<file path="config.mk">
export PLATFORM = sky130hd
export DESIGN_NAME = sprite_palette_scheduler
export DESIGN_NICKNAME = d
export VERILOG_FILES = /design/src/rtl/sprite_palette_scheduler.sv
export SDC_FILE = /design/constraint.sdc
export NUM_CORES = 1
export LEC_CHECK = 0
export CELL_PAD_IN_SITES_DETAIL_PLACEMENT = 1
export CELL_PAD_IN_SITES_GLOBAL_PLACEMENT = 1
export CORE_ASPECT_RATIO = 1.4
export CORE_MARGIN = 1.5
export CORE_UTILIZATION = 39
export CTS_CLUSTER_SIZE = 30
export DETAILED_ROUTE_END_ITERATION = 8
export MAX_ROUTING_LAYER = met4
export PLACE_DENSITY_LB_ADDON = 0.1
export SETUP_SLACK_MARGIN = 0.4
export SYNTH_ARGS = -nofsm -noshare
export SYNTH_HDL_FRONTEND = slang
export SYNTH_SLANG_ARGS = --single-unit
</file>
<file path="constraint.sdc">
create_clock -name Clk -period 2.6 [get_ports Clk]
set_clock_uncertainty 0.1 [all_clocks]
set_input_delay 0.26 -clock Clk [delete_from_list [all_inputs] [get_ports Clk]]
set_output_delay 0.26 -clock Clk [all_outputs]
set_load 0.02 [all_outputs]
</file>
<file path="src/rtl/sprite_palette_scheduler.sv">
// Per-pixel sprite layer arbiter driving the shared palette, with per-layer frame-aligned
// hit-flash sequencing (white override, blinking) and a 2-cycle registered RGB output.
module sprite_palette_scheduler #(
    parameter int          NUM_LAYERS   = 4,
    parameter int          FLASH_FRAMES = 24,
    parameter int          BLINK_FRAMES = 4,
    parameter logic [2:0]  FLASH_IDX    = 3'd2,
    parameter logic [7:0]  BG_R         = 8'h00,
    parameter logic [7:0]  BG_G         = 8'h00,
    parameter logic [7:0]  BG_B         = 8'h00
) (
    input  logic                    Clk,
    input  logic                    Reset_n,
    input  logic                    frame_start,
    input  logic                    blank_n,
    input  logic [3*NUM_LAYERS-1:0] layer_idx,
    input  logic [NUM_LAYERS-1:0]   hit,
    output logic [2:0]              pal_sel,
    input  logic [7:0]              pal_red,
    input  logic [7:0]              pal_green,
    input  logic [7:0]              pal_blue,
    output logic [7:0]              Red,
    output logic [7:0]              Green,
    output logic [7:0]              Blue,
    output logic                    blank_n_out,
    output logic [NUM_LAYERS-1:0]   flash_active
);

    localparam int CNT_W = $clog2(FLASH_FRAMES + 1);
    localparam int BLK_W = $clog2(BLINK_FRAMES) + 1;
    localparam int LW    = (NUM_LAYERS > 1) ? $clog2(NUM_LAYERS) : 1;

    function automatic logic [CNT_W-1:0] sat_dec(input logic [CNT_W-1:0] v);
        return (v == '0) ? v : v - 1'b1;
    endfunction

    logic [2:0]    idx_p1_q,    idx_p1_d;
    logic [LW-1:0] layer_p1_q,  layer_p1_d;
    logic          opaque_p1_q, opaque_p1_d;
    logic          vld_p1_q,    vld_p1_d;
    logic [7:0]    red_p2_q,    red_p2_d;
    logic [7:0]    green_p2_q,  green_p2_d;
    logic [7:0]    blue_p2_q,   blue_p2_d;
    logic          vld_p2_q,    vld_p2_d;

    logic [NUM_LAYERS-1:0][CNT_W-1:0] cnt_q, cnt_d;
    logic [NUM_LAYERS-1:0][BLK_W-1:0] blk_q, blk_d;
    logic [NUM_LAYERS-1:0]            vis_q, vis_d;
    logic [NUM_LAYERS-1:0]            pend_q, pend_d;

    // Flash sequencing: all visible state moves only on frame_start.
    always_comb begin
        cnt_d  = cnt_q;
        blk_d  = blk_q;
        vis_d  = vis_q;
        pend_d = pend_q | hit;
        for (int i = 0; i < NUM_LAYERS; i++) begin
            if (frame_start) begin
                if (pend_q[i] || hit[i]) begin
                    cnt_d[i]  = CNT_W'(FLASH_FRAMES);
                    blk_d[i]  = '0;
                    vis_d[i]  = 1'b1;
                    pend_d[i] = 1'b0;
                end else if (cnt_q[i] != '0) begin
                    cnt_d[i] = sat_dec(cnt_q[i]);
                    if (blk_q[i] == BLK_W'(BLINK_FRAMES - 1)) begin
                        blk_d[i] = '0;
                        vis_d[i] = ~vis_q[i];
                    end else begin
                        blk_d[i] = blk_q[i] + 1'b1;
                    end
                    if (cnt_q[i] == CNT_W'(1))
                        vis_d[i] = 1'b0;
                end
            end
        end
    end

    // Stage 1: priority select of the lowest-numbered opaque layer.
    always_comb begin
        idx_p1_d    = 3'd0;
        layer_p1_d  = '0;
        opaque_p1_d = 1'b0;
        vld_p1_d    = blank_n;
        for (int i = NUM_LAYERS - 1; i >= 0; i--) begin
            if (layer_idx[3*i +: 3] != 3'd0) begin
                idx_p1_d    = layer_idx[3*i +: 3];
                layer_p1_d  = LW'(i);
                opaque_p1_d = 1'b1;
            end
        end
    end

    assign pal_sel = (opaque_p1_q && vis_q[layer_p1_q]) ? FLASH_IDX : idx_p1_q;

    // Stage 2: register the palette answer, or background/black.
    always_comb begin
        vld_p2_d = vld_p1_q;
        if (!vld_p1_q) begin
            red_p2_d   = 8'h00;
            green_p2_d = 8'h00;
            blue_p2_d  = 8'h00;
        end else if (opaque_p1_q) begin
            red_p2_d   = pal_red;
            green_p2_d = pal_green;
            blue_p2_d  = pal_blue;
        end else begin
            red_p2_d   = BG_R;
            green_p2_d = BG_G;
            blue_p2_d  = BG_B;
        end
    end

    always_ff @(posedge Clk or negedge Reset_n) begin
        if (!Reset_n) begin
            idx_p1_q    <= '0;
            layer_p1_q  <= '0;
            opaque_p1_q <= 1'b0;
            vld_p1_q    <= 1'b0;
            red_p2_q    <= '0;
            green_p2_q  <= '0;
            blue_p2_q   <= '0;
            vld_p2_q    <= 1'b0;
            cnt_q       <= '0;
            blk_q       <= '0;
            vis_q       <= '0;
            pend_q      <= '0;
        end else begin
            idx_p1_q    <= idx_p1_d;
            layer_p1_q  <= layer_p1_d;
            opaque_p1_q <= opaque_p1_d;
            vld_p1_q    <= vld_p1_d;
            red_p2_q    <= red_p2_d;
            green_p2_q  <= green_p2_d;
            blue_p2_q   <= blue_p2_d;
            vld_p2_q    <= vld_p2_d;
            cnt_q       <= cnt_d;
            blk_q       <= blk_d;
            vis_q       <= vis_d;
            pend_q      <= pend_d;
        end
    end

    always_comb begin
        flash_active = '0;
        for (int i = 0; i < NUM_LAYERS; i++)
            flash_active[i] = (cnt_q[i] != '0);
    end

    assign Red         = red_p2_q;
    assign Green       = green_p2_q;
    assign Blue        = blue_p2_q;
    assign blank_n_out = vld_p2_q;

endmodule

</file>
==> results of run 1 <==
[through the flow]
step / std cells / util (%) / hold slack, ps / worst slack, ps
global route: 471 / 54.21 / 252.6 / 403.0
CTS: 468 / 54.23 / 252.5 / 233.2
global placement: 451 / 51.72 / 246.8 / 469.5
floorplan: 286 / - / -135.6 / 710.0
detailed placement: 451 / 51.72 / 246.9 / 389.8
finish: 471 / 54.21 / 265.8 / 475.1
[final cells by class]
cell class	count	area, um2	area share, %
Clock inverter	7	47.55	1.118
Timing Repair Buffer	82	788.3	18.53
Clock buffer	9	123.9	2.913
Inverter	12	45.04	1.059
Tap cell	100	125.1	2.942
Multi-Input combinational cell	189	1320	31.04
Sequential cell	72	1803	42.39
[power by group through the flow]
stage	sequential, W	clock, W	combinational, W
after floorplan	0.00136	0	0.000242
after global placement	0.00136	0	0.000445
after detailed placement	0.00137	0	0.000461
after CTS	0.00135	0.000805	0.000468
after global routing	0.00138	0.000843	0.000527
final	0.00136	0.000773	0.000468
[logic make-up after synthesis]
kind of cell / count (synthesis) / synth area share (%)
AND/OR/NAND/NOR: 105 / 19.08
flip-flops: 72 / 56.18
AO/OA/AOI/OAI: 63 / 13.73
buffers and inverters: 25 / 3.121
adder cells (fa/ha/maj): 12 / 4.682
multiplexers: 5 / 2.107
XOR/XNOR: 4 / 1.092
[what timing repair did]
| action | 4_1_cts | 5_1_grt |
|---|---|---|
| endpoints found under the setup margin | 7 | 5 |
| setup buffers | 0 | 3 |
| hold buffers | 1 | 0 |
| pin swaps | 0 | 0 |
| endpoints found under the hold margin | 30 | 0 |
| gates cloned | 0 | 0 |
| gates resized for setup | 20 | 7 |
[flip-flops by register name (all words and copies together), names as in the netlist]
name / flops
cnt_q: 20
blk_q: 12
Blue: 8
Green: 8
Red: 8
pend_q: 4
vis_q: 4
idx_p1_q: 3
layer_p1_q: 2
blank_n_out: 1
opaque_p1_q: 1
vld_p1_q: 1
[path summary, 6_finish.rpt]
kind	from	endpoint	slack (ps)	depth (start not counted)
setup / recovery	vis_q[0]$_DFFE_PN0P_	pal_sel[0]	480	4
hold / removal	blank_n	vld_p1_q$_DFF_PN0_	270	1
setup reg to reg	cnt_q[0]$_DFFE_PN0P_	cnt_q[0]$_DFFE_PN0P_	650	5
hold reg to reg	blk_q[10]$_DFFE_PN0P_	blk_q[10]$_DFFE_PN0P_	400	1
max in group asynchronous	Reset_n	cnt_q[15]$_DFFE_PN0P_	1330	3
min in group asynchronous	Reset_n	cnt_q[7]$_DFFE_PN0P_	400	2
[cell usage after synthesis]
cell type                  number
sky130_fd_sc_hd__nor2_1        22
sky130_fd_sc_hd__and2_1         2
sky130_fd_sc_hd__o21a_1         4
sky130_fd_sc_hd__inv_1         12
sky130_fd_sc_hd__and3_1        25
sky130_fd_sc_hd__o311ai_0       4
sky130_fd_sc_hd__xor2_1         4
sky130_fd_sc_hd__o21ai_0       11
sky130_fd_sc_hd__buf_2          5
sky130_fd_sc_hd__or4b_1         4
sky130_fd_sc_hd__nor3_1        11
sky130_fd_sc_hd__a32o_1         4
sky130_fd_sc_hd__and2_4         4
sky130_fd_sc_hd__a21oi_1       14
sky130_fd_sc_hd__a21boi_0       1
sky130_fd_sc_hd__nand2b_1       5
sky130_fd_sc_hd__mux2_2         4
sky130_fd_sc_hd__clkbuf_1       8
sky130_fd_sc_hd__nand3_1        1
sky130_fd_sc_hd__and4_1         4
sky130_fd_sc_hd__nor4b_1        5
sky130_fd_sc_hd__a22o_1         8
sky130_fd_sc_hd__a221o_1        4
sky130_fd_sc_hd__ha_1          12
sky130_fd_sc_hd__and3_4         3
sky130_fd_sc_hd__nor2b_1        4
sky130_fd_sc_hd__a31oi_1        4
sky130_fd_sc_hd__dfrtp_1       72
sky130_fd_sc_hd__nand2_1       15
sky130_fd_sc_hd__o211ai_1       4
sky130_fd_sc_hd__o31ai_1        5
sky130_fd_sc_hd__mux4_2         1
[routing by layer]
layer | part of all wire (%) | wire length, um | global-route usage, % | vias up
met5 | 0 | 0 | - | -
met4 | 1.6 | 118 | 8.897 | 0
li1 | - | - | - | 1194
met2 | 50 | 3735 | 31.48 | 62
met1 | 43 | 3157 | 21.47 | 1256
met3 | 5.3 | 394 | 4.198 | 10
==> reports/qor.txt, run 1 <==
Outcome: finished, final reports clean
Total power after layout: 0.002599 W
Starting density of the core: 40.88%
Tightest Pin Transition: 698.1 ps
Residual antenna-violating net count after detailed routing: 0
Clock Pin Slew Worst Setup and Hold Paths: 80 ps
Critical Setup Path Class: flip-flop to output pin
Grt total ovfl: 0
Worst skew pair latency: 340 ps
Standard-cell row count: 38
Worst Path Max Fanout: 3
Peak supply drop: 0.3232 mV
Average vias per placed instance: 5.355
Total DRC errors in the routed layout: 0
Placed inst area: 4058 um2
Net count of the mapped netlist: 342
Highest Clock Rate: 470.6 MHz
Slew margin rel.: 53.46%
Post-Route Setup TNS: 0 ps
RSZ-0062 raised after global routing: false
Max-capacitance violation count: 0
Pin count of the biggest net entering global routing: 43
Final Setup Violations: 0
Fillers: 843
Total track usage: 18.85%
Arrival @ worst endpoint: 1760 ps
Count of buffers inserted at the top-level ports: 75
Fraction of final layout cells sized beyond drive strength 1: 12.40%
Cell count after synthesis: 286
Horizontal extent of the die: 79.64 um
Internal: 0.001822 W
Dominant cell type by area after synthesis: sky130_fd_sc_hd__dfrtp_1
Total die area: 8783 um2
Floorplan core area: 7845 um2
Area growth from synthesis to final layout: 32.62%
Number of global-route vias before repair: 2660
Drt wl/cell: 15.72 um
Final #Nets: 422
Post-route fraction of the period consumed by the critical path: 81.73%
Cell at the slowest stage of the critical path: sky130_fd_sc_hd__mux4_2
Bufs and invs on worst path: 1
Cell chosen for the clock root: sky130_fd_sc_hd__clkbuf_8
P_leak: 1.866 nW
Power share of the combinational group: 18.0%
Sequential-to-total area share from yosys stat: 56.18%
Overall die height: 110.3 um
Total length of routed wires: 7405 um
Mean instance size in the synthesized netlist: 11.21 um2
Launching element type of the critical path: flip-flop
First-pass GRT wire length: 12250 um
Most frequent cells in the layout: sky130_fd_sc_hd__dfrtp_1, sky130_fd_sc_hd__clkdlybuf4s50_1, sky130_fd_sc_hd__and3_1
Final design area excluding fillers: 4253 um2
Number of flip-flops and latches in the synthesized netlist: 72
Most frequent standard cell in the layout excluding fill and tap cells: sky130_fd_sc_hd__dfrtp_1
Antenna violations before repair: 0
Top Ports: 76
Slowest Stage Delay on Critical Path: 490 ps
Pwr/cell area: 611.1 nW/um2
Cell family with the largest share of critical-path delay: multiplexers
Clock sink count: 72
Largest cells by area after synthesis: sky130_fd_sc_hd__dfrtp_1, sky130_fd_sc_hd__and3_1, sky130_fd_sc_hd__ha_1
TritonCTS clock tree: yes
Endpoints failing hold: 0
Switching Share: 29.90%
Antenna fix cells: 0
Number of search-and-repair iterations in the first detailed-routing pass: 4
Detailed router's first-iteration violation count: 103
Kind of end point of the critical path: output pin
Clock buffer count from CTS: 9
Share of power burned in the clock network: 29.7%
Placer congestion estimate: 0.7513
Share of the synthesized area in the top cell type: 56.18%
Detail Placement HPWL: 5400 um
# H-tree levels: 3
Time the final worst path needs with I/O delays and setup: 2125 ps
Number of pins exceeding their max-slew limit in the final report: 0
Clock tree buffer depth: 2
Data required time at the worst endpoint: 2240 ps
Via total after detailed routing: 2522
Ys Warns: 0
Class of the tightest hold or removal check: input pin to flip-flop
Count of different cell masters after synthesis: 32
Power share of the sequential group: 52.2%
Sw Pwr: 0.0007771 W
Synth Cell Area: 3207 um2
Crit-path cells: mux4_2 -> nand2_1 -> and2_1 -> clkdlybuf4s15_2
No activity file was read; power rests on OpenSTA's default activity.
==> run 2: changes to the inputs <==
Settings changed: CORE_UTILIZATION 39 to 35.
Clock period 2.6 ns to 1.94 ns, I/O delays scaled along.
==> reports/qor.txt, run 2 (same netlist as run 1, synthesis figures left out) <==
Cell chosen for the clock root: sky130_fd_sc_hd__clkbuf_16
Antenna violations before repair: 0 (unchanged)
Top Ports: 76 (unchanged)
Grt total ovfl: 0 (unchanged)
Floorplan core area: 8977 um2 (+14%)
Cell at the slowest stage of the critical path: sky130_fd_sc_hd__or4b_4
Clock sink count: 72 (unchanged)
Slowest Stage Delay on Critical Path: 490 ps (about the same)
Outcome: finished, final reports clean
Overall die height: 116.3 um (+5.4%)
Total track usage: 19.56% (+0.70 points)
Average vias per placed instance: 5.223 (-2.5%)
Highest Clock Rate: 519.5 MHz
Critical Setup Path Class: flip-flop to flip-flop
Post-Route Setup TNS: 0 ps (unchanged)
RSZ-0062 raised after global routing: true
Worst skew pair latency: 340 ps (about the same)
Number of global-route vias before repair: 3101 (+17%)
P_leak: 2.288 nW (+23%)
Placer congestion estimate: 0.7730 (+2.9%)
Count of buffers inserted at the top-level ports: 75 (unchanged)
Fraction of final layout cells sized beyond drive strength 1: 29.86% (+17 points)
Most frequent cells in the layout: sky130_fd_sc_hd__dfrtp_1, sky130_fd_sc_hd__buf_4, sky130_fd_sc_hd__clkdlybuf4s50_1
Detailed router's first-iteration violation count: 75 (-27%)
First-pass GRT wire length: 14360 um (+17%)
Via total after detailed routing: 2763 (+9.6%)
Detail Placement HPWL: 6106 um (+13%)
Pwr/cell area: 893.0 nW/um2 (+46%)
TritonCTS clock tree: yes
Sequential cell area in the final layout: 1802 um2 (about the same)
Crit-path cells: inv_2 -> ha_4 -> or4b_4 -> buf_6 -> and2_4 -> a221o_1
Area growth from synthesis to final layout: 55.05%
Clock Pin Slew Worst Setup and Hold Paths: 60 ps (-20 ps)
Time the final worst path needs with I/O delays and setup: 1925 ps
Regs by FF count: cnt_q (20), blk_q (12)
Data required time at the worst endpoint: 2060 ps (-180 ps)
Post-route fraction of the period consumed by the critical path: 99.22%
Tightest Pin Transition: 615.5 ps (-82.64 ps)
Peak supply drop: 0.5520 mV (+71%)
Worst Path Max Fanout: 4 (+1)
Residual antenna-violating net count after detailed routing: 0 (unchanged)
Clock buffer count from CTS: 9 (unchanged)
Area of combinational cells with multiple inputs: 1484 um2 (+12%)
Launching element type of the critical path: flip-flop
Final #Nets: 473 (+12%)
Number of search-and-repair iterations in the first detailed-routing pass: 4 (unchanged)
Pin count of the biggest net entering global routing: 40 (-7.0%)
Kind of end point of the critical path: flip-flop
# H-tree levels: 3 (unchanged)
Number of pins exceeding their max-slew limit in the final report: 0 (unchanged)
Total length of routed wires: 8660 um (+17%)
Flip-flop count of the largest register after layout: 20 (unchanged)
Most flop-heavy register: cnt_q
Total die area: 9754 um2 (+11%)
Drt wl/cell: 16.37 um (+4.1%)
Arrival @ worst endpoint: 2050 ps (+290 ps)
Max-capacitance violation count: 0 (unchanged)
Antenna fix cells: 0 (unchanged)
Standard-cell row count: 41 (+7.9%)
Most frequent standard cell in the layout excluding fill and tap cells: sky130_fd_sc_hd__dfrtp_1
Finished Core Util: 55.39% (+1.2 points)
Slew margin rel.: 58.97% (+5.5 points)
Fillers: 973 (+15%)
Clock tree buffer depth: 2 (unchanged)
Starting density of the core: 35.72% (-5.2 points)
Endpoints failing hold: 0 (unchanged)
Final Setup Violations: 0 (unchanged)
Class of the tightest hold or removal check: input pin to flip-flop
Min Hold Slack: 194.4 ps (-71.46 ps)
Total DRC errors in the routed layout: 0 (unchanged)
Horizontal extent of the die: 83.90 um (+5.4%)
-- run 2: cell types whose count changed in the layout (fill, tap and decap cells not counted), sizes merged --
cell	before	now
clkdlybuf4s15	1	0
inv	13	15
dlygate4sd2	1	25
bufinv	0	1
clkdlybuf4s50	67	42
clkinv	4	1
buf	10	65
clkbuf	11	9
-- run 2: layout make-up --
type	instances	area share, %
Clock buffer	9	4.529
Clock inverter	7	1.585
Inverter	12	0.9059
Multi-Input combinational cell	189	29.84
Sequential cell	72	36.24
Tap cell	107	2.692
Timing Repair Buffer	133	24.21
-- run 2: final timing paths --
check | from | end | slack [ps] | cells past startpoint
min in group asynchronous | Reset_n | cnt_q[7]$_DFFE_PN0P_ | 260 | 2
worst min-delay path | blank_n | vld_p1_q$_DFF_PN0_ | 190 | 1
worst max-delay path | cnt_q[1]$_DFFE_PN0P_ | vis_q[0]$_DFFE_PN0P_ | 20 | 6
worst min register to register | blk_q[4]$_DFFE_PN0P_ | blk_q[4]$_DFFE_PN0P_ | 400 | 1
max in group asynchronous | Reset_n | Blue[5]$_DFF_PN0_ | 900 | 3
worst max register to register | cnt_q[1]$_DFFE_PN0P_ | vis_q[0]$_DFFE_PN0P_ | 20 | 6
-- run 2: layer usage --
metal | global-route usage [%] | share of wire (%) | vias to the layer above
met4 | 7.869 | 1.6 | 0
met2 | 34.41 | 53 | 66
met5 | - | 0 | -
met3 | 5.442 | 4.5 | 13
met1 | 20.94 | 41 | 1380
li1 | - | - | 1304
-- run 2: timing repair --
action                                  CTS  global route
setup buffers                             6             4
pin swaps                                36            10
endpoints found under the setup margin   60            35
hold buffers                              1             0
resized for setup                       107            14
hold endpoints to repair                 18             0
-- run 2: power breakdown --
part           switching (W)  internal [W]  total, W
Sequential          0.000103       0.00165   0.00175
Combinational       0.000471      0.000524  0.000995
Clock               0.000681       0.00101   0.00169
Total                0.00125       0.00319   0.00444
-- run 2: metrics by stage --
stage	cells	worst slack, ps	total power [W]	cell area, um2
final	529	15.17	0.004440	4972
after global routing	529	-31.56	0.004667	4972
after CTS	525	13.44	0.004420	4860
after detailed placement	502	-121.5	0.002640	4397
after global placement	502	-95.86	0.002603	4397
after floorplan	286	69.14	0.002156	3232
-- run 2: worst max-delay path: cells and delay by family, from the launching register on --
kind	cells	cell delay [ps]
simple gates	2	640
flops	1	390
compound gates	1	320
buf+inv	2	240
fa+ha+maj	1	130
